<file path="src/rtl/bus_arbiter_if.sv">
`default_nettype none
// ============================================================================
//  Module      : bus_arbiter_if
//  Description : Request/grant/split signal bundle between the two system-bus
//                masters, the split-capable slaves and the bus arbiter.
//  Revision    : 1.0 - initial release
// ============================================================================
interface bus_arbiter_if;
   logic [1:0] m_req;            // per-master request, level, held for the transaction
   logic       split;            // slave split indication
   logic       split_ready;      // split slave data-ready pulse
   logic [1:0] m_grant;          // one-hot or zero grant
   logic       owner;            // current/last owner, bus mux select
   logic       bus_busy;         // any grant asserted
   logic [1:0] m_split_pending;  // per-master split-parked flag
   logic       split_timeout;    // pending split abandoned

   // Arbiter side: consumes requests and split status, drives grants.
   modport master (
      input  m_req,
      input  split,
      input  split_ready,
      output m_grant,
      output owner,
      output bus_busy,
      output m_split_pending,
      output split_timeout
   );

   // Requester/slave side: drives requests and split status, observes grants.
   modport slave (
      output m_req,
      output split,
      output split_ready,
      input  m_grant,
      input  owner,
      input  bus_busy,
      input  m_split_pending,
      input  split_timeout
   );
endinterface
`default_nettype wire

</file>
<file path="src/rtl/bus_arbiter.sv">
`default_nettype none
// ============================================================================
//  Module      : bus_arbiter
//  Description : Two-master, split-aware system-bus arbiter. Fixed priority
//                (master index 0 first) with a tenure limit, parking of a
//                master whose slave splits, and prioritised resume of that
//                master once the slave reports data ready.
//  Revision    : 1.0 - initial release
// ============================================================================
module bus_arbiter #(
   parameter int MAX_HOLD      = 16,   // max tenure while the other master waits (>=2)
   parameter int SPLIT_TIMEOUT = 256,  // cycles a split may stay pending (>=2)
   parameter int CNT_W         = 9     // counter width, holds max(MAX_HOLD, SPLIT_TIMEOUT)
) (
   input wire            clk,
   input wire            rst,
   bus_arbiter_if.master bus
);

   typedef enum logic [0:0] {
      S_IDLE = 1'b0,
      S_BUSY = 1'b1
   } state_t;

   localparam logic [CNT_W-1:0] c_hold_last = CNT_W'(MAX_HOLD - 1);
   localparam logic [CNT_W-1:0] c_to_last   = CNT_W'(SPLIT_TIMEOUT - 1);

   state_t           r_state;
   logic [1:0]       r_grant;
   logic             r_owner;
   logic             r_busy;
   logic [1:0]       r_pending;
   logic             r_timeout;
   logic             r_ready;       // split slave has data for the parked master
   logic             r_resumed;     // current tenure is a resumed split transaction
   logic             r_excl_valid;  // one-cycle exclusion after a forced release
   logic             r_excl_idx;    // master excluded by the forced release
   logic [CNT_W-1:0] r_hold_cnt;
   logic [CNT_W-1:0] r_to_cnt;

   logic             w_any_pending;
   logic             w_pend_idx;
   logic [1:0]       w_eligible;
   logic [1:0]       w_excl_mask;
   logic [1:0]       w_candidates;
   logic             w_pick;
   logic             w_other;
   logic             w_other_eligible;
   logic             w_owner_req;

   // Arbitration inputs: who is eligible, who may win this IDLE cycle.
   always_comb begin
      w_any_pending    = |r_pending;
      // At most one split is ever pending, so a single bit names the parked master.
      w_pend_idx       = r_pending[1];
      w_eligible       = bus.m_req & ~r_pending;
      w_excl_mask      = 2'b00;
      if (r_excl_valid) begin
         w_excl_mask = r_excl_idx ? 2'b10 : 2'b01;
      end
      w_candidates     = w_eligible & ~w_excl_mask;
      // Lowest index wins; only meaningful when w_candidates is non-zero.
      w_pick           = ~w_candidates[0];
      w_other          = ~r_owner;
      w_other_eligible = w_eligible[w_other];
      w_owner_req      = bus.m_req[r_owner];
   end

   // Arbiter FSM with registered grant, split bookkeeping and counters.
   always_ff @(posedge clk) begin
      if (rst) begin
         r_state      <= S_IDLE;
         r_grant      <= 2'b00;
         r_owner      <= 1'b0;
         r_busy       <= 1'b0;
         r_pending    <= 2'b00;
         r_timeout    <= 1'b0;
         r_ready      <= 1'b0;
         r_resumed    <= 1'b0;
         r_excl_valid <= 1'b0;
         r_excl_idx   <= 1'b0;
         r_hold_cnt   <= '0;
         r_to_cnt     <= '0;
      end else begin
         r_timeout    <= 1'b0;
         r_excl_valid <= 1'b0;

         // Pending split: latch data-ready, otherwise age it towards abandonment.
         // A ready pulse coinciding with the last timeout cycle wins.
         if (w_any_pending) begin
            if (bus.split_ready) begin
               r_ready <= 1'b1;
            end else if (!r_ready) begin
               if (r_to_cnt == c_to_last) begin
                  r_pending <= 2'b00;
                  r_timeout <= 1'b1;
                  r_to_cnt  <= '0;
               end else begin
                  r_to_cnt <= r_to_cnt + 1'b1;
               end
            end
         end

         case (r_state)
            S_IDLE: begin
               if (r_ready && bus.m_req[w_pend_idx]) begin
                  // Resume the parked master ahead of any fresh request.
                  r_grant    <= {w_pend_idx, ~w_pend_idx};
                  r_owner    <= w_pend_idx;
                  r_busy     <= 1'b1;
                  r_pending  <= 2'b00;
                  r_ready    <= 1'b0;
                  r_resumed  <= 1'b1;
                  r_hold_cnt <= '0;
                  r_state    <= S_BUSY;
               end else if (r_ready) begin
                  // Parked master gave up its request: forget the split.
                  r_pending <= 2'b00;
                  r_ready   <= 1'b0;
               end else if (w_candidates != 2'b00) begin
                  r_grant    <= {w_pick, ~w_pick};
                  r_owner    <= w_pick;
                  r_busy     <= 1'b1;
                  r_resumed  <= 1'b0;
                  r_hold_cnt <= '0;
                  r_state    <= S_BUSY;
               end
            end

            S_BUSY: begin
               if (!w_owner_req) begin
                  r_grant <= 2'b00;
                  r_busy  <= 1'b0;
                  r_state <= S_IDLE;
               end else if (bus.split && !r_resumed && !w_any_pending) begin
                  // Park the owner; a ready pulse in this same cycle is kept.
                  r_pending <= {r_owner, ~r_owner};
                  r_ready   <= bus.split_ready;
                  r_to_cnt  <= '0;
                  r_grant   <= 2'b00;
                  r_busy    <= 1'b0;
                  r_state   <= S_IDLE;
               end else if ((r_hold_cnt == c_hold_last) && w_other_eligible) begin
                  // Tenure exhausted: hand the bus over via one idle cycle.
                  r_grant      <= 2'b00;
                  r_busy       <= 1'b0;
                  r_excl_valid <= 1'b1;
                  r_excl_idx   <= r_owner;
                  r_state      <= S_IDLE;
               end else if (r_hold_cnt != c_hold_last) begin
                  // Saturate so a late request from the other master releases promptly.
                  r_hold_cnt <= r_hold_cnt + 1'b1;
               end
            end

            default: begin
               r_grant <= 2'b00;
               r_busy  <= 1'b0;
               r_state <= S_IDLE;
            end
         endcase
      end
   end

   assign bus.m_grant         = r_grant;
   assign bus.owner           = r_owner;
   assign bus.bus_busy        = r_busy;
   assign bus.m_split_pending = r_pending;
   assign bus.split_timeout   = r_timeout;

endmodule
`default_nettype wire

</file>
<file path="src/flat_wrapper.sv">
// flat-port wrapper written by rule: the top's interface ports become plain ports
module bus_arbiter_flat 
#(
   parameter int MAX_HOLD      = 16,                                                   
   parameter int SPLIT_TIMEOUT = 256,                                          
   parameter int CNT_W         = 9                                                         
)
  (clk, rst, bus_m_req, bus_split, bus_split_ready, bus_m_grant, bus_owner, bus_bus_busy, bus_m_split_pending, bus_split_timeout);
  bus_arbiter_if bus_i ();
  input wire clk;
  input wire rst;
  input wire logic [$bits(bus_i.m_req)-1:0] bus_m_req;
  input wire logic [$bits(bus_i.split)-1:0] bus_split;
  input wire logic [$bits(bus_i.split_ready)-1:0] bus_split_ready;
  output wire logic [$bits(bus_i.m_grant)-1:0] bus_m_grant;
  output wire logic [$bits(bus_i.owner)-1:0] bus_owner;
  output wire logic [$bits(bus_i.bus_busy)-1:0] bus_bus_busy;
  output wire logic [$bits(bus_i.m_split_pending)-1:0] bus_m_split_pending;
  output wire logic [$bits(bus_i.split_timeout)-1:0] bus_split_timeout;
  assign bus_i.m_req = bus_m_req;
  assign bus_i.split = bus_split;
  assign bus_i.split_ready = bus_split_ready;
  assign bus_m_grant = bus_i.m_grant;
  assign bus_owner = bus_i.owner;
  assign bus_bus_busy = bus_i.bus_busy;
  assign bus_m_split_pending = bus_i.m_split_pending;
  assign bus_split_timeout = bus_i.split_timeout;
  bus_arbiter #(.MAX_HOLD(MAX_HOLD), .SPLIT_TIMEOUT(SPLIT_TIMEOUT), .CNT_W(CNT_W)) u_core (.clk(clk), .rst(rst), .bus(bus_i));
endmodule
</file>
<file path="config.mk">
export PLATFORM = sky130hd
export DESIGN_NAME = bus_arbiter_flat
export DESIGN_NICKNAME = d
export VERILOG_FILES = /design/src/rtl/bus_arbiter_if.sv /design/src/rtl/bus_arbiter.sv /design/src/flat_wrapper.sv
export SDC_FILE = /design/constraint.sdc
export NUM_CORES = 1
export LEC_CHECK = 0
export BUFFER_PORTS_ARGS = -buffer_cell sky130_fd_sc_hd__buf_2
export CORE_ASPECT_RATIO = 1.5
export CORE_MARGIN = 2
export CORE_UTILIZATION = 55
export DETAILED_ROUTE_END_ITERATION = 8
export GPL_TIMING_DRIVEN = 0
export PLACE_DENSITY = 0.74
export SLEW_MARGIN = 20
export SYNTH_ARGS = -nofsm -noshare
export SYNTH_HDL_FRONTEND = slang
export SYNTH_SLANG_ARGS = --single-unit
</file>
<file path="constraint.sdc">
create_clock -name clk -period 3.1 [get_ports clk]
set_input_delay 0.155 -clock clk [delete_from_list [all_inputs] [get_ports clk]]
set_output_delay 0.155 -clock clk [all_outputs]
set_load 0.01 [all_outputs]
</file>
==> flow_summary.ini <==
[layout]
multi_input_area_sq_um = 858
diodes = 0
regArea_sq_um = 601
nets = 194
drive_gt1_share_pct = 20.4
area_growth_pct = 12.0
final.fill_count = 243
postLayoutCoreUtil_pct = 64.4
layoutNonFillerInstCount = 223

[placement]
gp_congestion = 0.806
post-dp-hpwl_mm = 2.43
dp_cells = 216
portBuffers = 12

[sta]
worst_hold_slack_ns = 0.271
slew_viol_final = 0
slew_headroom_pct = 65.4
finalClockSkew_ns = 0.00412
timing_hold_violations_final = 0
min_period_ns = 1.70
min_period_over_period_pct = 54.7
fmax_mhz = 589
fin_tns_setup_ns = 0
setup_violations = 0
rsz0062_at_grt = no
worst_pin_slew_ns = 0.515

[pwr]
total_power_mw = 0.799
swShare_pct = 25.7
p_int_mw = 0.594
switching_power_mw = 0.205
power.static_leakage_nw = 0.669
power_frac_clock_pct = 36.1
power_density_nw_per_um2 = 469
p_seq_share_pct = 50.7
pwr-share-comb_pct = 13.2
ir_drop_uv = 345

[detailed_routing]
viasPerCell = 5.51
avgRoutedWirePerCell_microns = 14.0
remaining_drc_errors = 0
drt-pass1-iter-count = 5
dr.first_iter.drc_count = 26
drt-total-wl_mm = 3.13
route.vias.total = 1229
ant_nets = 0

[clocking]
clkLatencyLatePin_ns = 0.28
cts_sinks = 30
cts_buffers = 5
cts.clk_slew.worst_paths_ns = 0.06
cts-root-buf = clkbuf_8
cts_tree = built
cts_max_level = 2
holdBufCountCts = 0
post_cts_resized = 0
post_cts_buffers = 0
clockBufferDepth = 2

[global_routing]
grt_pass1_wl_mm = 5.14
grt_max_degree = 11
grt_pass1_vias = 1189
antenna_found_initial = 0
grt.overflow.total = 0
gr-usage-all-layers_pct = 23.6

[floorplan]
die_width_microns = 47.0
die_h_microns = 68.4
num_rows = 23
die_area_sq_um = 3210
start_util_pct = 57.5
coreArea_sq_um = 2650
pin_count = 13

[critical_path]
end_kind = register
cp_slowest_cell = nor3_1
worst-path-max-fanout = 5
critPathArrivalTime_ns = 1.87
path_class = reg -> reg
crit_path_start_kind = register
crit_required_ns = 3.27
slowest_delay_ns = 0.43
path_cells = ha_1 > nand3_1 > nor3_1 > a221oi_1 > a22o_2

[logic_synthesis]
syn_nets = 175
syn-cell-area_sq_um = 1520
yosys_warnings = 0
syn_area_per_cell_sq_um = 9.12
syn_inst = 167
yosysUniqueCellTypes = 49
ys_seq_area_share_pct = 39.4
ys_ff_latch = 30

[run]
drv_cap = 0

[hold_path]
hold_class = in -> reg

[status]
status = finished clean
metrics by stage:
| step | area [sq um] | worst slack [ns] |
|---|---|---|
| floorplan | 1520 | 1.51 |
| global placement | 1630 | 1.45 |
| detailed placement | 1630 | 1.43 |
| CTS | 1710 | 1.41 |
| global route | 1710 | 1.28 |
| finish | 1710 | 1.40 |
sequential cells by signal, summed over array words and instances (netlist names):
register / flops
u_core.r_ready: 1
u_core.bus.owner: 1
u_core.r_excl_idx: 1
u_core.r_state: 1
u_core.r_resumed: 1
u_core.bus.m_split_pending: 2
u_core.bus.m_grant: 2
u_core.r_hold_cnt: 9
u_core.bus.split_timeout: 1
u_core.r_to_cnt: 9
u_core.r_excl_valid: 1
u_core.bus.bus_busy: 1
final cells by class:
type | instances | share of cell area [%]
well taps | 37 | 2.71
plain buffers | 6 | 3.08
inverters | 3 | 0.660
flip-flops and latches | 30 | 35.2
repair buffers | 12 | 3.52
multi-input cells | 128 | 50.3
clock buffers | 7 | 4.48
Yosys cell counts (all sizes together):
cell | n | area (sq um)
or2 | 1 | 6.26
nand2b | 5 | 38.8
xnor2 | 2 | 17.5
a22o | 1 | 10.0
o32ai | 2 | 17.5
o21ai | 3 | 15.0
and3 | 6 | 42.5
nor3b | 2 | 15.0
mux2 | 2 | 26.3
nor2 | 25 | 93.8
nand2 | 14 | 57.6
mux2i | 3 | 30.0
nand3 | 9 | 45.0
and2 | 1 | 6.26
and2b | 2 | 16.3
dfxtp | 30 | 601
a21oi | 8 | 55.1
a211oi | 1 | 7.51
o22ai | 2 | 12.5
ha | 2 | 25.0
dlymetal6s2s | 1 | 12.5
buf | 5 | 40.0
nor3 | 5 | 30.0
nor2b | 3 | 18.8
and3b | 1 | 8.76
o311a | 1 | 10.0
nand4 | 4 | 25.0
nor4 | 2 | 25.0
or3 | 1 | 6.26
nor4b | 1 | 23.8
o31ai | 1 | 7.51
inv | 3 | 11.3
xor2 | 11 | 96.3
nand3b | 2 | 15.0
a311oi | 1 | 15.0
o2111ai | 1 | 15.0
a31oi | 1 | 6.26
a221oi | 2 | 17.5
power groups by stage:
stage                     logic, mW  clock network [mW]  registers, mW
after detailed placement      0.105                   0          0.413
after global placement        0.102                   0          0.413
after floorplan              0.0728                   0          0.416
after CTS                     0.106               0.296          0.405
final                         0.105               0.289          0.405
after global routing          0.115               0.316          0.406
critical path: cells and delay by family (launching register included):
kind	cells	cell delay, ns
and+or+nand+nor	2	0.56
AOI/OAI and AO/OA	2	0.43
DFF	1	0.40
adders and majority gates	1	0.20
final timing paths:
check                                     start                                        to  slack [ns]  depth (start not counted)
hold reg to reg   u_core.r_to_cnt[8]$_SDFF_PP0_             u_core.r_to_cnt[8]$_SDFF_PP0_        0.46                          1
setup / recovery  u_core.r_to_cnt[0]$_SDFF_PP0_  u_core.bus.m_split_pending[1]$_SDFF_PP0_        1.40                          5
hold / removal                  bus_split_ready                 u_core.r_ready$_SDFF_PP0_        0.27                          4
setup reg to reg  u_core.r_to_cnt[0]$_SDFF_PP0_  u_core.bus.m_split_pending[1]$_SDFF_PP0_        1.40                          5
metal layers:
| metal | global-route usage (%) | routed length [microns] | up-vias |
|---|---|---|---|
| li1 | - | - | 623 |
| met1 | 20.0 | 1120 | 583 |
| met2 | 44.5 | 1840 | 15 |
| met3 | 7.92 | 79 | 8 |
| met4 | 13.5 | 87 | 0 |
| met5 | 0 | 0 | - |
layout by cell type (no fill, tap or decap), types with 3 or more instances in the layout:
| cell | instances |
|---|---|
| buf_2 | 14 |
| clkbuf_8 | 5 |
| a21oi_1 | 6 |
| nor2b_1 | 3 |
| nand2b_1 | 4 |
| xor2_1 | 11 |
| nor2_1 | 25 |
| inv_1 | 3 |
| mux2i_1 | 3 |
| nand2_1 | 12 |
| dfxtp_1 | 30 |
| nand4_1 | 4 |
| and3_1 | 5 |
| nand3_1 | 9 |
| nor3_1 | 4 |
kinds of logic after synthesis:
kind of cell	Yosys count	synth area share (%)
AO/OA/AOI/OAI	24	12.4
XOR/XNOR	13	7.48
flip-flops	30	39.4
AND/OR/NAND/NOR	84	31.1
buffers and inverters	9	4.19
multiplexers	5	3.70
adder cells (fa/ha/maj)	2	1.64
(Power assumes the default switching activity.)
